<file path="config.mk">
export PLATFORM = sky130hd
export DESIGN_NAME = tx_packet_framer
export DESIGN_NICKNAME = d
export VERILOG_FILES = /design/src/rtl/tx_packet_framer.sv
export SDC_FILE = /design/constraint.sdc
export NUM_CORES = 1
export LEC_CHECK = 0
export BUFFER_PORTS_ARGS = -buffer_cell sky130_fd_sc_hd__buf_4
export CORE_MARGIN = 1.5
export CORE_UTILIZATION = 45
export DETAILED_ROUTE_END_ITERATION = 6
export PLACE_DENSITY = 0.79
export SETUP_SLACK_MARGIN = 0.15
export SLEW_MARGIN = 20
export SYNTH_ARGS = -nofsm -noshare
export SYNTH_HDL_FRONTEND = slang
export SYNTH_SLANG_ARGS = --single-unit
</file>
<file path="constraint.sdc">
create_clock -name clk -period 1.7 [get_ports clk]
set_input_delay 0.17 -clock clk [delete_from_list [all_inputs] [get_ports clk]]
set_output_delay 0.17 -clock clk [all_outputs]
set_load 0.02 [all_outputs]
</file>
<file path="src/rtl/tx_packet_framer.sv">
// Frames 16-bit words from prioritised producers into header/MSB/LSB[/checksum]
// byte packets and writes them into the tx FIFO, holding on wfull.
//   state | meaning
//   IDLE  | waiting for a request; grants the lowest requesting channel
//   HDR   | presenting {ch, seq, 0}
//   MSB   | presenting payload high byte
//   LSB   | presenting payload low byte
//   CSUM  | presenting header ^ MSB ^ LSB (only when CHECKSUM = 1)
`timescale 1ns/1ps
module tx_packet_framer #(
  parameter int NUM_CH   = 4,
  parameter bit CHECKSUM = 1'b1
) (
  input  logic                   clk,
  input  logic                   rst_n,
  input  logic [NUM_CH-1:0]      req,
  input  logic [16*NUM_CH-1:0]   in_data,
  output logic [NUM_CH-1:0]      accept,
  output logic [7:0]             wdata,
  output logic                   winc,
  input  logic                   wfull,
  output logic                   busy,
  output logic [3:0]             seq
);

  typedef enum logic [2:0] {IDLE, HDR, MSB, LSB, CSUM} state_t;

  state_t            r_state;
  state_t            w_state_nxt;
  logic [15:0]       r_pay;
  logic [2:0]        r_ch;
  logic [3:0]        r_seq;
  logic [NUM_CH-1:0] r_accept;

  logic [2:0]        w_gnt_ch;
  logic [15:0]       w_gnt_pay;
  logic [NUM_CH-1:0] w_gnt_oh;
  logic              w_any_req;
  logic [7:0]        w_hdr;
  logic              w_last_byte;

  // Descending scan so the lowest requesting index wins.
  always_comb begin
    w_gnt_ch  = '0;
    w_gnt_pay = '0;
    w_gnt_oh  = '0;
    for (int k = NUM_CH - 1; k >= 0; k--) begin
      if (req[k]) begin
        w_gnt_ch    = 3'(k);
        w_gnt_pay   = in_data[16*k +: 16];
        w_gnt_oh    = '0;
        w_gnt_oh[k] = 1'b1;
      end
    end
  end

  assign w_any_req = |req;
  assign w_hdr     = {r_ch, r_seq, 1'b0};

  always_comb begin
    w_state_nxt = r_state;
    wdata       = 8'h00;
    winc        = 1'b0;
    w_last_byte = 1'b0;
    case (r_state)
      IDLE: begin
        if (w_any_req) w_state_nxt = HDR;
      end
      HDR: begin
        wdata = w_hdr;
        winc  = !wfull;
        if (!wfull) w_state_nxt = MSB;
      end
      MSB: begin
        wdata = r_pay[15:8];
        winc  = !wfull;
        if (!wfull) w_state_nxt = LSB;
      end
      LSB: begin
        wdata = r_pay[7:0];
        winc  = !wfull;
        if (!wfull) begin
          if (CHECKSUM) begin
            w_state_nxt = CSUM;
          end else begin
            w_state_nxt = IDLE;
            w_last_byte = 1'b1;
          end
        end
      end
      CSUM: begin
        wdata = w_hdr ^ r_pay[15:8] ^ r_pay[7:0];
        winc  = !wfull;
        if (!wfull) begin
          w_state_nxt = IDLE;
          w_last_byte = 1'b1;
        end
      end
      default: w_state_nxt = IDLE;
    endcase
  end

  always_ff @(posedge clk or negedge rst_n) begin
    if (!rst_n) begin
      r_state  <= IDLE;
      r_pay    <= '0;
      r_ch     <= '0;
      r_seq    <= '0;
      r_accept <= '0;
    end else begin
      r_state  <= w_state_nxt;
      r_accept <= '0;
      if (r_state == IDLE && w_any_req) begin
        r_pay    <= w_gnt_pay;
        r_ch     <= w_gnt_ch;
        r_accept <= w_gnt_oh;
      end
      // Bumped on the final byte so the next header carries the new value.
      if (w_last_byte) r_seq <= r_seq + 4'd1;
    end
  end

  assign accept = r_accept;
  assign busy   = (r_state != IDLE);
  assign seq    = r_seq;

endmodule
</file>
**Word-level counts from Yosys, hierarchy flattened**

Index checks and enable logic that the tools add are counted.
W data, S select, Z words.

- Flip-flop bits (word level): 30
- Output and inout bits: 18
- Word-level logic and storage cells: 47
- Bits in latches: 0
- Bits in read-only memories: 0
- RAM bits: 0
- Input bits: 71
- Memories: 0

- Equal/unequal tests: 9
- Div/mod/pow operators: 0
- Muxes and demuxes: 23
- Shifts and indexed selects: 0
- Reduce and logical (&&, ||, !) cells: 7
- $add $sub $neg: 1
- Multiply operators: 0
- Bitwise logic cells: 2
- $lt $le $gt $ge: 0

Operators with widths:

| cell | count |
|---|---|
| $mux W16 | 4 |
| $pmux W8 S4 | 1 |
| $mux W3 | 7 |
| $mux W4 | 5 |
| $xor A8 B8 Y8 | 2 |
| $pmux W3 S5 | 1 |
| $ne A2 B2 Y1 const B | 5 |
| $reduce_or A4 Y1 | 2 |
| $eq A3 B2 Y1 const B | 2 |
| $reduce_and A5 Y1 | 1 |
| $add A4 B1 Y4 const B | 1 |
| $mux W2 | 2 |
| $eq A3 B1 Y1 const B | 1 |
| $eq A3 B3 Y1 const B | 1 |
| $logic_not A3 Y1 | 1 |
| $mux W1 | 3 |
| $reduce_bool A3 Y1 | 1 |
| $logic_and A1 B1 Y1 | 1 |
| $logic_not A1 Y1 | 1 |

**Logic depth before layout (Yosys ltp)**

Gate-level depths: netlist of run 1.

- Depth after elaboration: 5
- Gate-level depth with buffers: 6
- Gate-level depth less buffers: 4

**Least setup slack after synthesis of run 1**

No wires, ideal clock.

- Path type: register to output
- Start: register r_state[1]
- End: output port wdata[2]
- Setup slack: 0.042 ns
- Required time: 1.530 ns
- Cell stages (with the launch flop): 6
- Arrival: 1.488 ns
- Buffers on the path: 2
- Cells stage by stage: dfrtp_1 -> buf_2 -> buf_2 -> nor2b_1 -> a22oi_1 -> o22ai_1

- Cells in the longest elaborated chain, start to end: 2
- Elaborated cells between the ends (all ways): 5
- Classes of those cells: eq/ne (4); mux (1)

Ends and longest elaborated chain:

| element | line | text |
|---|---|---|
| start, declared | 28 | `state_t r_state;` |
| start signal, assigned | 111 | `r_state <= w_state_nxt;` |
| $eq A3 B3 Y1, or another cell as far along | 65 | `case (r_state)` |
| $pmux W8 S4 (*) | 65 |  |
| end, declared | 19 | `output logic [7:0] wdata,` |

Every way passes the cells marked *; elsewhere a longest branch is shown, timed or not.

**Final worst setup path of run 1**

Ends and elaborated chain as after synthesis.

==> results of run 1 <==
registers in the layout (all words and copies together) (netlist names):
| name | cells |
|---|---|
| r_pay | 16 |
| accept | 4 |
| seq | 4 |
| r_state | 3 |
| r_ch | 2 |
power by group through the flow:
stage | logic [mW] | clock network [mW] | registers [mW]
2_1_floorplan | 1.82 | 0 | 1.27
3_3_place_gp | 2.50 | 0 | 1.36
3_5_place_dp | 2.58 | 0 | 1.39
4_1_cts | 3.20 | 0.745 | 1.36
5_1_grt | 3.90 | 0.790 | 1.41
6_report | 3.66 | 0.752 | 1.38
metal layers:
layer | up-vias | part of all wire
met3 | 12 | 0.065
met4 | 0 | 0.016
met5 | - | 0
li1 | 1066 | -
met1 | 1067 | 0.43
met2 | 102 | 0.49
layout make-up:
type / instances / area share
flip-flops and latches: 29 / 0.218
multi-input cells: 171 / 0.421
inverters: 19 / 0.0213
repair buffers: 117 / 0.285
clock buffers: 7 / 0.0258
well taps: 52 / 0.0195
clock inverters: 1 / 0.00898
final timing paths:
check,start,endpoint,slack (ns)
setup / recovery,r_state[1],wdata[2],-0.05
hold / removal,req[0],accept[1],0.14
setup reg to reg,r_state[1],r_pay[2],0.03
hold reg to reg,seq[3],seq[3],0.56
max in group asynchronous,rst_n,r_state[1],1.06
min in group asynchronous,rst_n,seq[0],0.34
kinds of logic after synthesis:
| group | Yosys count |
|---|---|
| AOI/OAI and AO/OA | 86 |
| and+or+nand+nor | 57 |
| buffers and inverters | 39 |
| DFF | 29 |
| xor gates and xnor gates | 18 |
| muxes | 9 |
| adders and majority gates | 1 |
stage by stage:
step | cells | hold WS [ns]
global route | 396 | 0.140
global placement | 369 | 0.114
finish | 396 | 0.138
detailed placement | 369 | 0.114
floorplan | 239 | -0.126
CTS | 389 | 0.137
layout by cell type, fill, tap and decap left out, types with 2 or more instances in the layout:
cell	count
nand2_1	19
nor2_1	6
a22oi_2	6
a21oi_4	4
a21oi_1	22
o22a_1	2
mux2_2	4
xnor2_1	14
nor4b_4	2
clkbuf_8	6
o22ai_4	2
a31oi_1	16
mux2_4	3
mux2i_1	2
and2_1	2
o22ai_2	3
nand3b_1	16
a22o_1	16
o2bb2ai_2	3
buf_6	16
inv_1	18
nor3_1	2
a21oi_2	10
dfrtp_2	3
dfrtp_1	26
nor3_4	2
xor2_1	4
buf_4	99
synth_stat cells, drive strengths merged (2+ instances only):
library cell	count	area, um^2
a21oi	36	221
dfrtp	29	726
nand2	20	75.1
inv	19	71.3
a22o	16	140
a31oi	16	100
nand3b	16	120
xnor2	14	123
buf	13	93.8
nor2	8	30.0
clkbuf	7	26.3
mux2	7	78.8
a22oi	6	45.0
o22ai	5	31.3
nor3	4	25.0
xor2	4	35.0
o2bb2ai	3	26.3
and2	2	12.5
mux2i	2	20.0
nor2b	2	12.5
nor4b	2	38.8
o22a	2	17.5
what timing repair did:
item,in CTS,in global routing
hold buffers,1,0
endpoints found under the hold margin,29,0
setup endpoints to repair,11,29
pin swaps,5,7
buffers inserted,11,6
cloned,0,1
gates resized for setup,35,23
==> flow_metrics.env, run 1 <==
export IMPL_via_per_inst=5.67
export IMPL_placed_area_um2=2850
export IMPL_vias=2247
export IMPL_drt_first_pass_iters=6
export IMPL_critPathLaunchType="flop"
export IMPL_ios=89
export IMPL_design_core_area_um2=4440
export IMPL_yosysSeqAreaShare=0.342
export IMPL_synth_nets=311
export IMPL_maxSlewViolCount=0
export IMPL_clkTransAtPathRegs_ns=0.06
export IMPL_dieHeight_um=71.7
export IMPL_worstSetupPathType="reg -> out"
export IMPL_start_util=0.477
export IMPL_drtIter0Drc=106
export IMPL_cts_buffers=5
export IMPL_p_int_mw=3.38
export IMPL_p_per_area_nw_per_um2=1730
export IMPL_die_w_um=71.7
export IMPL_cts_tree="built"
export IMPL_final_seq_area_um2=729
export IMPL_maxSlewHeadroom=0.750
export IMPL_fin_area_um2=3340
export IMPL_cts_root_buf="clkbuf_8"
export IMPL_use_met3=0.0774
export IMPL_clock_sinks=29
export IMPL_synthXorXnorAreaFrac=0.0743
export IMPL_ys_ff_latch=29
export IMPL_clock_path_buffers=2
export IMPL_detail_route_wl_per_cell_um=17.0
export IMPL_cap_violations=0
export IMPL_fin_util=0.752
export IMPL_grt_max_degree=33
export IMPL_skew_ns=0.00414
export IMPL_synth_mux_area_frac=0.0466
export IMPL_first_global_vias=2219
export IMPL_setup_viol=7
export IMPL_cp_depth=5
export IMPL_gr_usage_met1=0.330
export IMPL_port_buffers=88
export IMPL_synthAdderAreaFrac=0.00590
export IMPL_rsz0062_at_grt="true"
export IMPL_crit_path_end_kind="primary output"
export IMPL_synth_cells=239
export IMPL_setup_tns_ns=-0.192
export IMPL_yosysWarnings=0
export IMPL_grtUsageTotal=0.259
export IMPL_antenna_found_initial=0
export IMPL_top_usage_layer="met2"
export IMPL_dp_slack_ns=0.0766
export IMPL_area_delta_synth_final_pct=57.6
export IMPL_num_rows=24
export IMPL_crit_path_top_delay_cell="dfrtp_2"
export IMPL_r2r_cells=8
export IMPL_crit_family="flip-flops"
export IMPL_synth_top_family_by_area="compound AO/OA/AOI/OAI gates"
export IMPL_die_area_um2=5130
export IMPL_netSwitchingPower_mw=2.42
export IMPL_synth_simple_area_share=0.159
export IMPL_yosysUniqueCellTypes=36
export IMPL_crit_buf_inv=2
export IMPL_synth_compound_area_frac=0.281
export IMPL_seq_power_share=0.238
export IMPL_drc=5
export IMPL_grt_overflow_total=0
export IMPL_ant_nets=0
export IMPL_fin_crit_ns=1.75
export IMPL_avgSynthCellArea_um2=8.87
export IMPL_synth_edf_count=0
export IMPL_arrival_ns=1.58
export IMPL_worst_pin_slew_ns=0.374
export IMPL_clockPowerShare=0.130
export IMPL_num_fill_cells=343
export IMPL_use_met2=0.423
export IMPL_ys_flop_type="dfrtp_1"
export IMPL_finalNetCount=415
export IMPL_insertion_delay_ns=0.29
export IMPL_diodes=0
export IMPL_worst_ep_required_time_ns=1.53
export IMPL_hold_depth=2
export IMPL_vdd_ir_drop_max_v=0.000798
export IMPL_path_cells="buf_4, mux2_2, a22oi_2, o22ai_2, buf_6"
export IMPL_hp_class="in -> reg"
export IMPL_layout_drive_gt1_share=0.500
export IMPL_synthArstFlopShare=1.00
export IMPL_place_congestion=0.868
export IMPL_switching_share=0.417
export IMPL_cp_slowest_stage_delay_ns=0.40
export IMPL_hpwl_um=4480
export IMPL_multi_input_area_um2=1410
export IMPL_period_share=1.03
export IMPL_p_comb_frac=0.632
export IMPL_power_mw=5.79
export IMPL_grt_pass1_wl_um=10300
export IMPL_violations="design-rule violations, negative setup slack"
export IMPL_fmax_mhz=570
export IMPL_synth_area_um2=2120
export IMPL_p_leak_nw=1.52
export IMPL_hold_violations=0
export IMPL_htree_levels=2
export IMPL_worst_path_max_fanout=4
export IMPL_status="finished with violations"
export IMPL_worst_slack_ns=-0.0530
export IMPL_drt_total_wl_um=6730
No activity file was read; power rests on OpenSTA's default activity.
==> run 2, diff against run 1 <==
CELL_PAD_IN_SITES_DETAIL_PLACEMENT = 0   (was unset)
CELL_PAD_IN_SITES_GLOBAL_PLACEMENT = 2   (was unset)
CORE_UTILIZATION = 27   (was 45)
PLACE_DENSITY = 0.83   (was 0.79)
==> run 2 against run 1 <==
The flow finishes with violations (negative setup slack). Worst hold slack got worse by 0.015 ns. Clock skew about the same. Sequential share of layout area increased by 0.57 points. Maximum frequency increased by 3.0%. Critical endpoint is now wdata[1]. Critical path type unchanged. Critical path depth unchanged. Register-to-register slack improved by 0.13 ns. Power decreased by 10%. Combinational power decreased by 9.0%. Non-clock buffer count decreased by 6. Via count decreased by 8.0%.
==> flow_metrics.env, run 2 (same netlist as run 1, synthesis figures left out) <==
export IMPL_grtUsageTotal=0.158
export IMPL_final_common_cell="buf_4"
export IMPL_clock_sinks=29
export IMPL_power_mw=5.21
export IMPL_vdd_ir_drop_max_v=0.000587
export IMPL_fin_util=0.426
export IMPL_min_to="accept[1]"
export IMPL_drt_first_pass_iters=4
export IMPL_layout_drive_gt1_share=0.476
export IMPL_ios=89
export IMPL_clkTransAtPathRegs_ns=0.06
export IMPL_p_per_area_nw_per_um2=1600
export IMPL_area_delta_synth_final_pct=53.6
export IMPL_detail_route_wl_per_cell_um=14.8
export IMPL_dieHeight_um=91.6
export IMPL_hpwl_um=4820
export IMPL_hp_class="in -> reg"
export IMPL_worst_ep_required_time_ns=1.53
export IMPL_worst_slack_ns=-0.00213
export IMPL_r2r_slack_ns=0.16
export IMPL_skew_ns=0.00374
export IMPL_worstSetupPathType="reg -> out"
export IMPL_start_util=0.277
export IMPL_grt_max_degree=34
export IMPL_hold_depth=2
export IMPL_grt_pass1_wl_um=10400
export IMPL_crit_buf_inv=2
export IMPL_cp_slowest_stage_delay_ns=0.38
export IMPL_maxSlewHeadroom=0.742
export IMPL_cts_root_buf="clkbuf_8"
export IMPL_p_leak_nw=1.45
export IMPL_r2r_end="seq[1]"
export IMPL_via_per_inst=4.72
export IMPL_cap_violations=0
export IMPL_hold_violations=0
export IMPL_crit_path_end_kind="primary output"
export IMPL_path_cells="buf_6, mux2_2, a22oi_2, o2bb2ai_4, buf_6"
export IMPL_grt_overflow_total=0
export IMPL_insertion_delay_ns=0.27
export IMPL_placed_area_um2=2950
export IMPL_drc=0
export IMPL_dp_slack_ns=0.0295
export IMPL_r2r_cells=5
export IMPL_fin_crit_ns=1.70
export IMPL_die_w_um=91.6
export IMPL_status="finished with violations"
export IMPL_die_area_um2=8400
export IMPL_num_rows=32
export IMPL_cts_buffers=5
export IMPL_vias=2067
export IMPL_largest_register_ffs=16
export IMPL_holdCritStartpoint="req[0]"
export IMPL_dp_cells=423
export IMPL_hold_slack_ns=0.123
export IMPL_critPathLaunchType="flop"
export IMPL_port_buffers=88
export IMPL_r2r_start="r_state[1]"
export IMPL_fin_cells=438
export IMPL_rsz0062_at_grt="true"
export IMPL_most_common_layout_cells="buf_4, dfrtp_1, a21oi_1"
export IMPL_crit_path_top_delay_cell="dfrtp_2"
export IMPL_setup_tns_ns=-0.00265
export IMPL_worst_pin_slew_ns=0.387
export IMPL_period_share=1.00
export IMPL_worst_path_max_fanout=6
export IMPL_drt_total_wl_um=6460
export IMPL_crit_family="flip-flops"
export IMPL_cpMostUsedCell="buf_6"
export IMPL_finalNetCount=409
export IMPL_maxSlewViolCount=0
export IMPL_diodes=0
export IMPL_arrival_ns=1.53
export IMPL_design_core_area_um2=7650
export IMPL_fin_area_um2=3260
export IMPL_violations="negative setup slack"
export IMPL_antenna_found_initial=0
export IMPL_fmax_mhz=588
export IMPL_place_congestion=0.807
export IMPL_first_global_vias=1981
export IMPL_htree_levels=2
export IMPL_clock_path_buffers=2
export IMPL_num_fill_cells=766
export IMPL_ant_nets=0
export IMPL_top_register="r_pay"
export IMPL_cts_tree="built"
export IMPL_setup_viol=2
export IMPL_drtIter0Drc=130
-- run 2: final cells by class --
cell class,instances,area [um^2],share of cell area
Sequential cell,29,729,0.224
Clock buffer,5,68.8,0.0211
Multi-Input combinational cell,171,1360,0.416
Timing Repair Buffer,111,901,0.276
Inverter,19,71.3,0.0219
Clock inverter,1,5.00,0.00154
Tap cell,102,128,0.0392
-- run 2: timing repair --
item | 4_1_cts | 5_1_grt
buffers inserted | 5 | 3
gates resized for setup | 27 | 9
hold buffers | 1 | 0
setup endpoints to repair | 26 | 26
hold endpoints to repair | 29 | 0
pin swaps | 6 | 4
-- run 2: how the worst max path moves through the flow --
stage | from | to | depth (start not counted)
after floorplan | r_state[2] | wdata[1] | 4
final | r_state[1] | wdata[1] | 5
after CTS | r_state[1] | wdata[6] | 6
after global placement | r_state[1] | wdata[4] | 4
after global routing | r_state[1] | wdata[1] | 6
after detailed placement | r_state[1] | wdata[4] | 4
-- run 2: report_power, final --
part | switching (mW) | total, mW | internal [mW]
Combinational | 1.56 | 3.33 | 1.78
Sequential | 0.380 | 1.36 | 0.983
Clock | 0.246 | 0.514 | 0.268
Total | 2.18 | 5.21 | 3.03
-- run 2: metal layers --
layer  global-route usage  vias up  routed length (um)  part of all wire
li1                     -     1055                   -                 -
met1                0.234      934                3230              0.50
met2                0.228       74                2760              0.43
met3               0.0357        4                 409             0.063
met4               0.0430        0                  65             0.010
met5                    0        -                   0                 0
==> run 3, diff against run 2 <==
CORE_ASPECT_RATIO = 1.75   (was unset)
==> run 3 against run 2 <==
The run still ends with negative setup slack left. Critical path depth is the same. Sequential share of layout area shrank 1.7 points. Sequential cell count is the same. Final cell count shrank 2.3%. Critical path type unchanged. Setup slack lost 0.098 ns. Maximum frequency shrank 5.5%. Power grew 14%.
==> flow_metrics.env, run 3 (same netlist as run 1, synthesis figures left out) <==
export IMPL_grtUsageTotal=0.154
export IMPL_drt_total_wl_um=6670
export IMPL_hold_violations=0
export IMPL_final_common_cell="buf_4"
export IMPL_fin_crit_ns=1.80
export IMPL_drt_first_pass_iters=4
export IMPL_fmax_mhz=555
export IMPL_htree_levels=2
export IMPL_arrival_ns=1.63
export IMPL_finalNetCount=411
export IMPL_period_share=1.06
export IMPL_maxSlewHeadroom=0.748
export IMPL_vias=2137
export IMPL_num_fill_cells=789
export IMPL_multi_input_area_um2=1550
export IMPL_area_delta_synth_final_pct=65.7
export IMPL_maxSlewViolCount=0
export IMPL_design_core_area_um2=7570
export IMPL_setup_viol=6
export IMPL_start_util=0.280
export IMPL_port_buffers=88
export IMPL_dp_slack_ns=-0.0290
export IMPL_power_mw=5.94
export IMPL_crit_end="wdata[5]"
export IMPL_most_common_layout_cells="buf_4, dfrtp_1, a21oi_1"
export IMPL_clkTransAtPathRegs_ns=0.05
export IMPL_fin_area_um2=3510
export IMPL_largest_register_ffs=16
export IMPL_drc=0
export IMPL_top_register="r_pay"
export IMPL_dp_cells=405
export IMPL_antenna_found_initial=0
export IMPL_fin_util=0.464
export IMPL_die_w_um=70.0
export IMPL_ios=89
export IMPL_worst_ep_required_time_ns=1.53
export IMPL_violations="negative setup slack"
export IMPL_hpwl_um=4820
export IMPL_dieHeight_um=120
export IMPL_p_leak_nw=1.52
export IMPL_worst_path_max_fanout=7
export IMPL_die_area_um2=8420
export IMPL_rsz0062_at_grt="true"
export IMPL_r2r_end="seq[1]"
export IMPL_vdd_ir_drop_max_v=0.000666
export IMPL_worstSetupPathType="reg -> out"
export IMPL_place_congestion=0.858
export IMPL_num_rows=42
export IMPL_crit_path_end_kind="primary output"
export IMPL_grt_pass1_wl_um=10200
export IMPL_grt_max_degree=32
export IMPL_r2r_start="r_state[1]"
export IMPL_layout_drive_gt1_share=0.529
export IMPL_cts_tree="built"
export IMPL_r2r_cells=5
export IMPL_cap_violations=0
export IMPL_status="finished with violations"
export IMPL_detail_route_wl_per_cell_um=15.6
export IMPL_drtIter0Drc=73
export IMPL_ant_nets=0
export IMPL_clock_sinks=29
export IMPL_skew_ns=0.00153
export IMPL_critPathLaunchType="flop"
export IMPL_grt_overflow_total=0
export IMPL_p_per_area_nw_per_um2=1690
export IMPL_final_seq_area_um2=728
export IMPL_cts_buffers=5
export IMPL_worst_slack_ns=-0.100
export IMPL_cts_root_buf="clkbuf_16"
export IMPL_via_per_inst=4.99
export IMPL_r2r_slack_ns=0.09
export IMPL_first_global_vias=2171
export IMPL_clock_path_buffers=2
export IMPL_placed_area_um2=2900
export IMPL_worst_pin_slew_ns=0.378
export IMPL_crit_start="r_state[1]"
export IMPL_hp_class="in -> reg"
export IMPL_diodes=0
export IMPL_fin_cells=428
export IMPL_insertion_delay_ns=0.28
## run 3: metrics by stage
stage	hold slack, ns	TNS, ns
2_1_floorplan	-0.126	0
3_3_place_gp	0.119	0
3_5_place_dp	0.118	-0.0421
4_1_cts	0.134	-0.242
5_1_grt	0.147	-0.678
6_report	0.135	-0.324
## run 3: timing repair
action                                 4_1_cts  5_1_grt
gates resized for setup                     26       32
pin swaps                                    9        9
endpoints found under the hold margin       29        0
hold buffers                                 1        0
setup buffers                                8        6
setup endpoints to repair                   15       29
## run 3: report_power, final
group          internal (mW)  switching, mW
Combinational           1.94           1.76
Clock                  0.535          0.325
Sequential             0.982          0.397
## run 3: critical path: stages, from the launching register on
cell       delay (ns)
dfrtp_2          0.47
buf_4            0.15
mux2_2           0.34
a22oi_2          0.16
o2bb2ai_2        0.10
buf_6            0.14
## run 3: routing by layer
layer / vias to the layer above / track usage / share of wire
met5: - / 0 / 0
met4: 0 / 0.0685 / 0.030
met3: 12 / 0.0267 / 0.044
met2: 64 / 0.282 / 0.55
met1: 1002 / 0.170 / 0.38
li1: 1059 / - / -
## run 3: worst min path at each step
stage	from	endpoint	slack, ns	cells past startpoint
2_1_floorplan	rst_n	accept[0]	-0.13	0
3_3_place_gp	rst_n	accept[1]	0.12	1
3_5_place_dp	rst_n	accept[1]	0.12	1
4_1_cts	req[0]	accept[1]	0.13	2
5_1_grt	req[0]	accept[1]	0.15	2
6_report	req[0]	accept[1]	0.14	2
## run 3: final cells by class
class	instances	share of cell area
clock buffer	5	0.0356
inverter	19	0.0203
timing repair buffer	113	0.260
tap	88	0.0313
clock inverter	3	0.00499
sequential	29	0.207
multi-input combinational	171	0.441
